===== src/rtl/cpu_controller_if.sv =====
// Control bus between the sequencing controller and the accumulator datapath.
// The master side is the controller. It drives the strobes and receives the opcode, flag and memory handshake.
interface cpu_controller_if #(
  parameter int COUNT_WIDTH = 8
);
  logic [3:0]             opcode;
  logic                   zero_flag;
  logic                   mem_ready;
  logic                   MemRead;
  logic                   LoadIR;
  logic                   IncPC;
  logic                   LoadPC;
  logic                   LoadAcc;
  logic [1:0]             SelAcc;
  logic                   LoadReg;
  logic [2:0]             alu_op;
  logic                   halted;
  logic [COUNT_WIDTH-1:0] instr_count;

  modport master (
    input  opcode, zero_flag, mem_ready,
    output MemRead, LoadIR, IncPC, LoadPC, LoadAcc, SelAcc, LoadReg,
           alu_op, halted, instr_count
  );

  modport slave (
    output opcode, zero_flag, mem_ready,
    input  MemRead, LoadIR, IncPC, LoadPC, LoadAcc, SelAcc, LoadReg,
           alu_op, halted, instr_count
  );
endinterface


===== src/rtl/cpu_controller.sv =====
// Fetch / load / execute sequencer for the 8-bit accumulator datapath.
// The strobes are decoded combinationally from the state and the opcode.
// The state and the retired-instruction counter are registered.
module cpu_controller #(
  parameter int COUNT_WIDTH = 8
) (
  input  logic              clock,
  input  logic              reset,
  cpu_controller_if.master  bus
);

  localparam logic [1:0] S_FETCH   = 2'd0;
  localparam logic [1:0] S_LOAD    = 2'd1;
  localparam logic [1:0] S_EXECUTE = 2'd2;
  localparam logic [1:0] S_HALT    = 2'd3;

  localparam logic [3:0] OP_HLT = 4'hF;

  logic [1:0]             state_q;
  logic [1:0]             state_d;
  logic [COUNT_WIDTH-1:0] count_q;

  logic       mem_read;
  logic       load_ir;
  logic       inc_pc;
  logic       load_pc;
  logic       load_acc;
  logic [1:0] sel_acc;
  logic       load_reg;
  logic [2:0] alu_function;
  logic       halted;

  // State register. Reset returns the controller to FETCH immediately.
  always_ff @(posedge clock or posedge reset) begin
    // NOTE: use non-blocking assignments for every flop so that all state updates see the pre-edge values.
    if (reset) state_q <= S_FETCH;
    else       state_q <= state_d;
  end

  // The retired-instruction counter advances on each edge that ends an EXECUTE cycle and wraps naturally.
  always_ff @(posedge clock or posedge reset) begin
    if (reset)                     count_q <= '0;
    else if (state_q == S_EXECUTE) count_q <= count_q + COUNT_WIDTH'(1);
  end

  // Next-state sequencing. mem_ready only matters in FETCH. HALT is left only through reset.
  always_comb begin
    // NOTE: assign a default before the case so that no path leaves state_d unassigned and infers a latch.
    state_d = state_q;
    case (state_q)
      S_FETCH:   if (bus.mem_ready) state_d = S_LOAD;
      S_LOAD:    state_d = S_EXECUTE;
      S_EXECUTE: state_d = (bus.opcode == OP_HLT) ? S_HALT : S_FETCH;
      S_HALT:    state_d = S_HALT;
      default:   state_d = S_FETCH;
    endcase
  end

  // Strobe decode. Every output is held low while reset is asserted, so no partial strobe escapes.
  always_comb begin
    mem_read     = 1'b0;
    load_ir      = 1'b0;
    inc_pc       = 1'b0;
    load_pc      = 1'b0;
    load_acc     = 1'b0;
    sel_acc      = 2'b00;
    load_reg     = 1'b0;
    alu_function = 3'b000;
    halted       = 1'b0;
    if (!reset) begin
      case (state_q)
        S_FETCH: mem_read = 1'b1;
        S_LOAD: begin
          load_ir = 1'b1;
          inc_pc  = 1'b1;
        end
        S_EXECUTE: begin
          case (bus.opcode)
            4'h0: ;                                              // NOP
            4'h1: begin sel_acc = 2'b01; load_acc = 1'b1; end    // LDI
            4'h2: begin sel_acc = 2'b10; load_acc = 1'b1; end    // LDR
            4'h3: load_reg = 1'b1;                               // STR
            4'h4: begin alu_function = 3'b000; load_acc = 1'b1; end
            4'h5: begin alu_function = 3'b001; load_acc = 1'b1; end
            4'h6: begin alu_function = 3'b010; load_acc = 1'b1; end
            4'h7: begin alu_function = 3'b011; load_acc = 1'b1; end
            4'h8: begin alu_function = 3'b100; load_acc = 1'b1; end
            4'h9: begin alu_function = 3'b101; load_acc = 1'b1; end
            4'hA: begin alu_function = 3'b110; load_acc = 1'b1; end
            4'hB: begin alu_function = 3'b111; load_acc = 1'b1; end
            4'hC: load_pc = 1'b1;                                // JMP
            4'hD: load_pc = bus.zero_flag;                       // JZ
            4'hE: load_pc = ~bus.zero_flag;                      // JNZ
            4'hF: ;                                              // HLT
            default: ;
          endcase
        end
        S_HALT:  halted = 1'b1;
        default: ;
      endcase
    end
  end

  assign bus.MemRead     = mem_read;
  assign bus.LoadIR      = load_ir;
  assign bus.IncPC       = inc_pc;
  assign bus.LoadPC      = load_pc;
  assign bus.LoadAcc     = load_acc;
  assign bus.SelAcc      = sel_acc;
  assign bus.LoadReg     = load_reg;
  assign bus.alu_op      = alu_function;
  assign bus.halted      = halted;
  assign bus.instr_count = count_q;

endmodule


===== src/flat_wrapper.sv =====
// flat-port wrapper written by rule: the top's interface ports become plain ports
module cpu_controller_flat 
#(
  parameter int COUNT_WIDTH = 8
)
  (clock, reset, bus_opcode, bus_zero_flag, bus_mem_ready, bus_MemRead, bus_LoadIR, bus_IncPC, bus_LoadPC, bus_LoadAcc, bus_SelAcc, bus_LoadReg, bus_alu_op, bus_halted, bus_instr_count);
  cpu_controller_if #(.COUNT_WIDTH(COUNT_WIDTH)) bus_i ();
  input  logic clock;
  input  logic reset;
  input wire logic [$bits(bus_i.opcode)-1:0] bus_opcode;
  input wire logic [$bits(bus_i.zero_flag)-1:0] bus_zero_flag;
  input wire logic [$bits(bus_i.mem_ready)-1:0] bus_mem_ready;
  output wire logic [$bits(bus_i.MemRead)-1:0] bus_MemRead;
  output wire logic [$bits(bus_i.LoadIR)-1:0] bus_LoadIR;
  output wire logic [$bits(bus_i.IncPC)-1:0] bus_IncPC;
  output wire logic [$bits(bus_i.LoadPC)-1:0] bus_LoadPC;
  output wire logic [$bits(bus_i.LoadAcc)-1:0] bus_LoadAcc;
  output wire logic [$bits(bus_i.SelAcc)-1:0] bus_SelAcc;
  output wire logic [$bits(bus_i.LoadReg)-1:0] bus_LoadReg;
  output wire logic [$bits(bus_i.alu_op)-1:0] bus_alu_op;
  output wire logic [$bits(bus_i.halted)-1:0] bus_halted;
  output wire logic [$bits(bus_i.instr_count)-1:0] bus_instr_count;
  assign bus_i.opcode = bus_opcode;
  assign bus_i.zero_flag = bus_zero_flag;
  assign bus_i.mem_ready = bus_mem_ready;
  assign bus_MemRead = bus_i.MemRead;
  assign bus_LoadIR = bus_i.LoadIR;
  assign bus_IncPC = bus_i.IncPC;
  assign bus_LoadPC = bus_i.LoadPC;
  assign bus_LoadAcc = bus_i.LoadAcc;
  assign bus_SelAcc = bus_i.SelAcc;
  assign bus_LoadReg = bus_i.LoadReg;
  assign bus_alu_op = bus_i.alu_op;
  assign bus_halted = bus_i.halted;
  assign bus_instr_count = bus_i.instr_count;
  cpu_controller #(.COUNT_WIDTH(COUNT_WIDTH)) u_core (.clock(clock), .reset(reset), .bus(bus_i));
endmodule

===== config.mk =====
export PLATFORM = sky130hd
export DESIGN_NAME = cpu_controller_flat
export DESIGN_NICKNAME = d
export VERILOG_FILES = /design/src/rtl/cpu_controller_if.sv /design/src/rtl/cpu_controller.sv /design/src/flat_wrapper.sv
export SDC_FILE = /design/constraint.sdc
export NUM_CORES = 1
export LEC_CHECK = 0
export BUFFER_PORTS_ARGS = -buffer_cell sky130_fd_sc_hd__buf_2
export CORE_MARGIN = 1
export CORE_UTILIZATION = 41
export CTS_CLUSTER_DIAMETER = 120
export DETAILED_ROUTE_END_ITERATION = 7
export GPL_ROUTABILITY_DRIVEN = 0
export HOLD_SLACK_MARGIN = 0.05
export PLACE_DENSITY = 0.85
export SKIP_CTS_REPAIR_TIMING = 1
export SLEW_MARGIN = 20
export SYNTH_ARGS = -nofsm -noshare
export SYNTH_HDL_FRONTEND = slang
export SYNTH_SLANG_ARGS = --single-unit

===== constraint.sdc =====
create_clock -name clock -period 1.14 [get_ports clock]
set_input_delay 0.228 -clock clock [delete_from_list [all_inputs] [get_ports clock]]
set_output_delay 0.228 -clock clock [all_outputs]
set_load 0.01 [all_outputs]

==> results.yml, run 1 <==
status:
  outcome: "finished, violations left"
  violations: "setup timing"
logic_synthesis:
  ys_seq_elements: 10
  synth_cell_types: 27
  synth_xor_area_share_pct: 12.0
  ys.warnings.count: 0
  yosys_most_used_dff: "dfrtp_1"
  yosys-top-cells-count: "dfrtp_1, nand2_1, nor2_1, xnor2_1, xor2_1"
  syn_area_um2: 658
  synth_fa_ha_area_share_pct: 1.90
  syn_inst: 59
  synth_compound_area_share_pct: 6.08
  avgSynthCellArea_um2: 11.2
  synthSimpleGateAreaFrac_pct: 33.1
  yosysSeqAreaShare_pct: 38.0
  async_reset_ff_share_pct: 100
  synth_edf_count: 0
  ys_top_cells_by_area: "dfrtp_1, xnor2_1, nor3b_2, xor2_1, nor3_2"
  synth.most_common_cell: "dfrtp_1"
  synth_top_family_by_area: "simple AND/OR/NAND/NOR gates"
  syn-num-nets: 68
  synthMuxAreaShare_pct: 3.80
  synth_top_area_share_pct: 38.0
  synth.largest_area_cell: "dfrtp_1"
detailed_routing:
  wirelength_um: 1440
  drtAntennaViolNets: 0
  routedWlPerCell_um: 12.6
  drc: 0
  route.vias.total: 592
  drtPass1Iterations: 4
  avgViaCountPerCell: 5.15
  drt_iter0_drc: 9
place:
  pre_cts_slack_ns: -0.151
  io_buffers: 27
  place_hpwl_um: 1120
final_layout:
  drive_gt1_share_pct: 63.6
  fin_util_pct: 64.0
  nets: 109
  diodes: 0
  num-fill-cells: 115
  syn2layout_area_growth_pct: 46.6
critical_path:
  start_kind: "register"
  r2r_slack_ns: -0.05
  critPathArrivalTime_ns: 1.33
  reg2reg_depth: 3
  critPathKind: "register to output pin"
  crit_start: "u_core.state_q[0]"
  rr_startpoint: "u_core.state_q[0]"
  rr_endpoint: "u_core.bus.instr_count[1]"
  cp.required_ns: 0.91
  crit_fanout: 4
  worstSetupEndpointType: "output pin"
sta:
  post-route-period-util_pct: 137
  fin_crit_ns: 1.56
  tightestPinTransition_ns: 0.344
  relSlewSlack_pct: 76.9
  fin_skew_ns: 0.000643
  final_hold_viol_count: 0
  final.setup.worst_slack_ns: -0.423
  drv_slew: 0
  whs_ns: 0.0613
  tns_ns: -3.86
  finalSetupViolations: 13
  fmax_mhz: 640
  grt_setup_unrepaired: "yes"
power_and_ir_drop:
  swShare_pct: 39.7
  seqPwrFrac_pct: 31.6
  power.net_switching_mw: 0.831
  irDropWorstVdd_uv: 1300
  leakage_nw: 0.518
  intPower_mw: 1.26
  pwr-share-comb_pct: 53.6
  p_per_area_nw_per_um2: 2170
  p_clk_share_pct: 14.9
grt:
  grt_usage_pct: 17.6
  antenna_found_initial: 0
  grt_pass1_wl_um: 2400
  grt_pass1_vias: 541
  grt_max_degree: 8
  grt_overflow: 0
floorplan:
  die_x_um: 42.1
  num_rows: 14
  fp.dieH_um: 42.1
  die_area_um2: 1770
  coreArea_um2: 1510
  start_util_pct: 43.7
  io_pins: 28
clocking:
  cts.htree.levels: 1
  clockBufferDepth: 2
  clock-sinks: 10
  root_buffer: "clkbuf_4"
  cts_tree: "done"
  path_clk_slew_ns: 0.06
  clk-insertion-delay-late_ns: 0.26
  numCtsBuffers: 3
run:
  cap_violations: 0
worst_hold_path:
  hp-class: "input pin to async pin"
-- stage by stage --
step | instance area [µm²] | total power, mW | cells
6_report | 965 | 2.09 | 115
5_1_grt | 965 | 2.25 | 115
4_1_cts | 911 | 1.92 | 111
3_5_place_dp | 875 | 1.60 | 107
3_3_place_gp | 875 | 1.56 | 107
2_1_floorplan | 689 | 1.31 | 59
-- flip-flops by register name (all words and copies together), names as in the netlist --
name                    count
u_core.state_q              2
u_core.bus.instr_count      8
-- critical path: stages (launching register included) --
cell     delay [ns]
dfrtp_2        0.45
nor3b_2        0.19
nand2_1        0.12
nor4_2         0.14
buf_2          0.17
-- cell families after synthesis --
family                     count (synthesis)
xor gates and xnor gates                   9
adders and majority gates                  1
AOI/OAI and AO/OA                          4
buffers and inverters                      4
muxes                                      2
DFF                                       10
and+or+nand+nor                           29
-- power by group through the flow --
stage / logic, mW / registers, mW / clock network (mW)
6_report: 1.12 / 0.661 / 0.311
5_1_grt: 1.21 / 0.688 / 0.347
4_1_cts: 0.923 / 0.679 / 0.321
3_5_place_dp: 0.918 / 0.684 / 0
3_3_place_gp: 0.888 / 0.673 / 0
2_1_floorplan: 0.603 / 0.709 / 0
-- layout by cell type (no fill, tap or decap), types with 2 or more instances in the layout --
| cell type | count |
|---|---|
| xnor2_1 | 5 |
| dfrtp_2 | 3 |
| xor2_1 | 4 |
| buf_2 | 27 |
| nand2_1 | 5 |
| nor3_2 | 3 |
| dfrtp_1 | 7 |
| buf_4 | 11 |
| nor3b_2 | 3 |
| nand4_4 | 2 |
| clkbuf_4 | 3 |
| nor2_1 | 4 |
| and3_1 | 3 |
-- final cells by class --
class                   count  area (µm²)  share of cell area, %
repair buffers             39         229                   23.7
clock buffers               4        36.3                   3.76
well taps                  16        20.0                   2.08
inverters                   1        3.75                  0.389
multi-input cells          45         422                   43.7
flip-flops and latches     10         254                   26.3
-- worst max path at each step --
| stage | endpoint | slack (ns) |
|---|---|---|
| finish | bus_SelAcc[1] | -0.42 |
| global route | bus_SelAcc[1] | -0.51 |
| CTS | bus_SelAcc[1] | -0.45 |
| detailed placement | bus_SelAcc[1] | -0.15 |
| global placement | bus_SelAcc[1] | -0.11 |
| floorplan | bus_alu_op[2] | -0.11 |
-- layer usage --
| layer | global-route usage [%] | part of all wire, % |
|---|---|---|
| met1 | 25.1 | 49 |
| met5 | 0 | 0 |
| met3 | 5.17 | 3.3 |
| met2 | 26.6 | 48 |
| met4 | 3.75 | 0 |
Note: power is estimated with default switching activity, not from simulation.
==> run 2: changes to the inputs <==
==> constraint.sdc (replaced) <==
create_clock -name clock -period 1.14 [get_ports clock]
set_input_delay 0.114 -clock clock [delete_from_list [all_inputs] [get_ports clock]]
set_output_delay 0.114 -clock clock [all_outputs]
set_load 0.01 [all_outputs]
==> run 2 against run 1 <==
The flow still finishes with violations (setup timing). Sequential share of layout area grew 1.4 points. Clock skew grew 0.0056 ns. Critical path depth is the same. Utilization shrank 3.9 points. Total power shrank 11%. Register-to-register slack lost 0.06 ns. Via count shrank 5.9%. Maximum frequency grew 7.2%. Sequential power grew 4.2%. Cell count shrank 3.5%. Largest cell class unchanged. Largest power group unchanged.
==> results.yml, run 2 (synthesis results as in run 1) <==
grt:
  grt_max_degree: 8
  grt_use_met1_pct: 23.6
  met3_usage_pct: 6.47
  use_met2_pct: 21.9
  grt_usage_pct: 16.3
  top_usage_layer: "met1"
  antenna_found_initial: 0
  grt_pass1_wl_um: 2190
  grt_pass1_vias: 510
  grt_overflow: 0
detailed_routing:
  avgViaCountPerCell: 5.02
  routedWlPerCell_um: 11.8
  drtAntennaViolNets: 0
  route.vias.total: 557
  drt_iter0_drc: 4
  wirelength_um: 1310
  drtPass1Iterations: 4
  drc: 0
floorplan:
  coreArea_um2: 1510
  fp.dieH_um: 42.1
  num_rows: 14
  io_pins: 28
  die_x_um: 42.1
  die_area_um2: 1770
  start_util_pct: 43.7
status:
  outcome: "finished, violations left"
  violations: "setup timing"
clocking:
  cts.htree.levels: 1
  numCtsBuffers: 3
  clockBufferDepth: 2
  clk-insertion-delay-late_ns: 0.27
  root_buffer: "clkbuf_4"
  path_clk_slew_ns: 0.06
  clock-sinks: 10
  cts_tree: "done"
run:
  cap_violations: 0
critical_path:
  max_stage_delay_ns: 0.46
  critPathKind: "register to output pin"
  start_kind: "register"
  critPathArrivalTime_ns: 1.34
  cp_cell_sequence: "nor3b_2 > nand2_1 > nor4_2 > buf_2"
  cpMaxStageDelayCell: "dfrtp_2"
  cp.required_ns: 1.03
  worstSetupEndpointType: "output pin"
  crit_fanout: 6
final_layout:
  drive_gt1_share_pct: 57.9
  nets: 105
  num-fill-cells: 128
  layout_commonest_cell: "buf_2"
  final_cell_area_um2: 906
  diodes: 0
  largest_register_ffs: 8
  syn2layout_area_growth_pct: 37.6
  final_cell_mix: "buf_2, dfrtp_1, buf_4"
sta:
  final.setup.worst_slack_ns: -0.318
  finalSetupViolations: 15
  fin_skew_ns: 0.00626
  grt_setup_unrepaired: "yes"
  drv_slew: 0
  relSlewSlack_pct: 77.9
  tightestPinTransition_ns: 0.329
  fmax_mhz: 686
  post-route-period-util_pct: 128
  whs_ns: 0.0697
  final_hold_viol_count: 0
  fin_crit_ns: 1.46
worst_hold_path:
  hp-class: "input pin to register"
power_and_ir_drop:
  leakage_nw: 0.503
  p_per_area_nw_per_um2: 2060
  irDropWorstVdd_uv: 1160
place:
  place_hpwl_um: 1030
  io_buffers: 27
  placed_area_um2: 850
## run 2: cell count changes in the layout (fill, tap and decap cells not counted)
cell / change
dlygate4sd3_1: +1
buf_4: -4
nor3_2: +1
nor2_2: -1
clkbuf_1: +1
nand4_2: +2
nor2_1: +1
nor3_1: -1
nand4_4: -2
dfrtp_1: +2
buf_6: -1
dfrtp_2: -2
clkbuf_8: -1
## run 2: power breakdown
group          internal [mW]  switching (mW)  leakage (nW)  total (mW)
Combinational          0.489           0.429         0.361       0.918
Clock                  0.136           0.123        0.0150       0.259
Sequential             0.490           0.198         0.126       0.689
## run 2: routing by layer
metal | wire length, µm | vias up
met1 | 632 | 258
met5 | 0 | -
met3 | 65 | 4
li1 | - | 281
met4 | 40 | 0
met2 | 577 | 14
## run 2: worst paths after layout
check                                           from                        end  slack [ns]  cells past startpoint
max                                u_core.state_q[0]              bus_SelAcc[1]       -0.32                      4
min                                    bus_mem_ready          u_core.state_q[0]        0.07                      2
max reg2reg                        u_core.state_q[0]  u_core.bus.instr_count[4]       -0.11                      5
min reg2reg                u_core.bus.instr_count[7]  u_core.bus.instr_count[7]        0.47                      1
max in group asynchronous                      reset          u_core.state_q[0]        0.49                      4
min in group asynchronous                      reset  u_core.bus.instr_count[2]        0.52                      4
## run 2: layout make-up
type	count	area [µm²]	area share [%]
multi-input cells	45	407	44.9
flip-flops and latches	10	251	27.8
repair buffers	35	198	21.8
clock buffers	4	26.3	2.90
well taps	16	20.0	2.21
inverters	1	3.75	0.414
## run 2: through the flow
| step | setup TNS, ns | total power [mW] | utilization, % | instances | setup slack (ns) |
|---|---|---|---|---|---|
| 6_report | -2.98 | 1.86 | 60.1 | 111 | -0.318 |
| 5_1_grt | -4.05 | 2.02 | 60.1 | 111 | -0.376 |
| 4_1_cts | -3.03 | 1.82 | 58.1 | 108 | -0.344 |
| 3_5_place_dp | -0.0768 | 1.56 | 56.4 | 104 | -0.0434 |
| 3_3_place_gp | -0.00554 | 1.54 | 56.4 | 104 | -0.00554 |
| 2_1_floorplan | 0 | 1.31 | - | 59 | 0.00465 |
## run 2: critical path, delay by kind of cell (launching register included)
kind,cells,cell delay [ns]
DFF,1,0.46
and+or+nand+nor,3,0.45
buffers and inverters,1,0.16
==> run 3: changes to the inputs <==
--- a/config.mk
+++ b/config.mk
@@ -5,9 +5,10 @@
 export SDC_FILE = /design/constraint.sdc
 export NUM_CORES = 1
 export LEC_CHECK = 0
+export ABC_AREA = 1
 export BUFFER_PORTS_ARGS = -buffer_cell sky130_fd_sc_hd__buf_2
 export CORE_MARGIN = 1
-export CORE_UTILIZATION = 41
+export CORE_UTILIZATION = 40
 export CTS_CLUSTER_DIAMETER = 120
 export DETAILED_ROUTE_END_ITERATION = 7
 export GPL_ROUTABILITY_DRIVEN = 0
==> run 3 against run 2 <==
Largest power group unchanged. Sequential cell count is the same. Global-route usage increased by 2.9 points. Total power grew 12%. The run still ends with setup timing left. Via count rose by 21%. Routed wire length grew 32%. Sequential power shrank 2%. Utilization rose by 9.4 points. Sequential share of layout area shrank 0.83 points. Register-to-register slack hardly changed. Critical endpoint is now bus_LoadAcc. Non-clock buffer count rose by 2.
==> results.yml, run 3 <==
floorplan:
  die_area_um2: 1670
  num_rows: 13
  start_util_pct: 44.8
  die_x_um: 40.9
  fp.dieH_um: 40.9
  io_pins: 28
  coreArea_um2: 1350
logic_synthesis:
  avgSynthCellArea_um2: 7.28
  synth_top_area_share_pct: 41.4
  yosys-top-cells-count: "nand2_1, nor2_1, dfrtp_1, inv_1, nor3_1"
  synth_cell_types: 21
  ys.warnings.count: 0
  yosysSeqAreaShare_pct: 41.4
  syn_inst: 83
  synth_edf_count: 0
  ys_seq_elements: 10
  syn_area_um2: 604
  ys_top_cells_by_area: "dfrtp_1, nand2_1, nor2_1, nor3_1, inv_1"
  async_reset_ff_share_pct: 100
  synth.largest_area_cell: "dfrtp_1"
  synth.most_common_cell: "nand2_1"
  yosys_most_used_dff: "dfrtp_1"
  syn-num-nets: 92
place:
  place_hpwl_um: 1160
  io_buffers: 27
  dp_cells: 129
final_layout:
  nets: 133
  drive_gt1_share_pct: 48.0
  layout_commonest_cell: "buf_2"
  final_cell_mix: "buf_2, nand2_1, nor2_1, inv_1, buf_4"
  diodes: 0
  finalNonFillerCells: 138
  syn2layout_area_growth_pct: 55.3
  largest_register_ffs: 8
grt:
  grt_pass1_vias: 472
  grt_max_degree: 11
  grt_overflow: 0
  grt_usage_pct: 19.2
  antenna_found_initial: 0
  grt_pass1_wl_um: 2010
sta:
  post-route-period-util_pct: 130
  relSlewSlack_pct: 81.2
  fmax_mhz: 676
  fin_crit_ns: 1.48
  drv_slew: 0
  grt_setup_unrepaired: "yes"
  tightestPinTransition_ns: 0.280
  tns_ns: -3.01
  fin_skew_ns: 0.00175
  finalSetupViolations: 20
  final.setup.worst_slack_ns: -0.338
  final_hold_viol_count: 0
critical_path:
  crit_fanout: 4
  cp_cell_sequence: "inv_2 > nand2_4 > inv_4 > nand3_4 > a31oi_1 > buf_2"
  cp.required_ns: 1.03
  cpMaxStageDelayCell: "dfrtp_1"
  critPathKind: "register to output pin"
  worstSetupEndpointType: "output pin"
  critPathArrivalTime_ns: 1.36
  start_kind: "register"
  max_stage_delay_ns: 0.40
detailed_routing:
  drtAntennaViolNets: 0
  drtPass1Iterations: 4
  drt_iter0_drc: 28
  route.vias.total: 675
  routedWlPerCell_um: 12.6
  avgViaCountPerCell: 4.89
  drc: 0
  wirelength_um: 1740
power_and_ir_drop:
  power.net_switching_mw: 0.900
  p_clk_share_pct: 15.1
  irDropWorstVdd_uv: 1290
  intPower_mw: 1.19
  pwr-share-comb_pct: 52.6
  seqPwrFrac_pct: 32.3
  leakage_nw: 0.508
  swShare_pct: 43.1
  p_per_area_nw_per_um2: 2230
worst_hold_path:
  hp-class: "input pin to async pin"
clocking:
  numCtsBuffers: 3
  path_clk_slew_ns: 0.06
  cts_tree: "done"
  clk-insertion-delay-late_ns: 0.26
  root_buffer: "clkbuf_4"
  clock-sinks: 10
  clockBufferDepth: 2
  cts.htree.levels: 1
status:
  outcome: "finished, violations left"
  violations: "setup timing"
run:
  cap_violations: 0
run 3: path summary, 6_finish.rpt:
check | from | end | slack, ns | cells past startpoint
worst min-delay path | reset | u_core.bus.instr_count[2] | 0.06 | 3
worst max-delay path | u_core.state_q[0] | bus_LoadAcc | -0.34 | 6
worst min register to register | u_core.bus.instr_count[7] | u_core.bus.instr_count[7] | 0.49 | 2
max in group asynchronous | reset | u_core.bus.instr_count[0] | 0.93 | 3
min in group clock | bus_mem_ready | u_core.state_q[0] | 0.12 | 3
worst max register to register | u_core.state_q[0] | u_core.bus.instr_count[5] | -0.11 | 8
run 3: critical path: cells and delay by family, from the launching register on:
kind	cells	cell delay (ns)
DFF	1	0.40
and+or+nand+nor	2	0.16
buffers and inverters	3	0.37
AOI/OAI and AO/OA	1	0.16
run 3: logic make-up after synthesis:
group	count (synthesis)	synth area share, %
xor gates and xnor gates	3	4.35
buffers and inverters	13	8.70
and+or+nand+nor	53	40.8
AOI/OAI and AO/OA	3	2.69
DFF	10	41.4
adders and majority gates	1	2.07
run 3: area by class of cell:
type	instances	area, µm²
repair buffers	37	210
flip-flops and latches	10	253
multi-input cells	60	373
fillers	106	412
clock buffers	4	36.3
well taps	15	18.8
inverters	12	47.5
run 3: through the flow:
step                      hold WS (ns)  power, mW  area (µm²)  utilization (%)  setup WS (ns)
after global placement           0.235       1.41         788             58.4         0.0620
after detailed placement         0.234       1.44         788             58.4        -0.0580
final                           0.0552       2.09         938             69.5         -0.338
after floorplan                -0.0147       1.12         604                -         0.0286
after global routing            0.0756       2.24         938             69.5         -0.368
after CTS                      -0.0566       1.77         825             61.1         -0.356
run 3: power by group through the flow:
stage                     Combinational (mW)  Clock [mW]  Sequential, mW
after floorplan                        0.449           0           0.668
after detailed placement               0.800           0           0.641
after CTS                              0.804       0.328           0.637
after global placement                 0.779           0           0.631
after global routing                    1.20       0.347           0.687
final                                   1.10       0.316           0.674
run 3: routing by layer:
metal	GRT usage (%)	vias to the layer above	routed length, µm
met4	7.50	0	0
li1	-	340	-
met3	7.07	0	121
met5	0	-	0
met1	24.9	304	791
met2	28.5	31	827
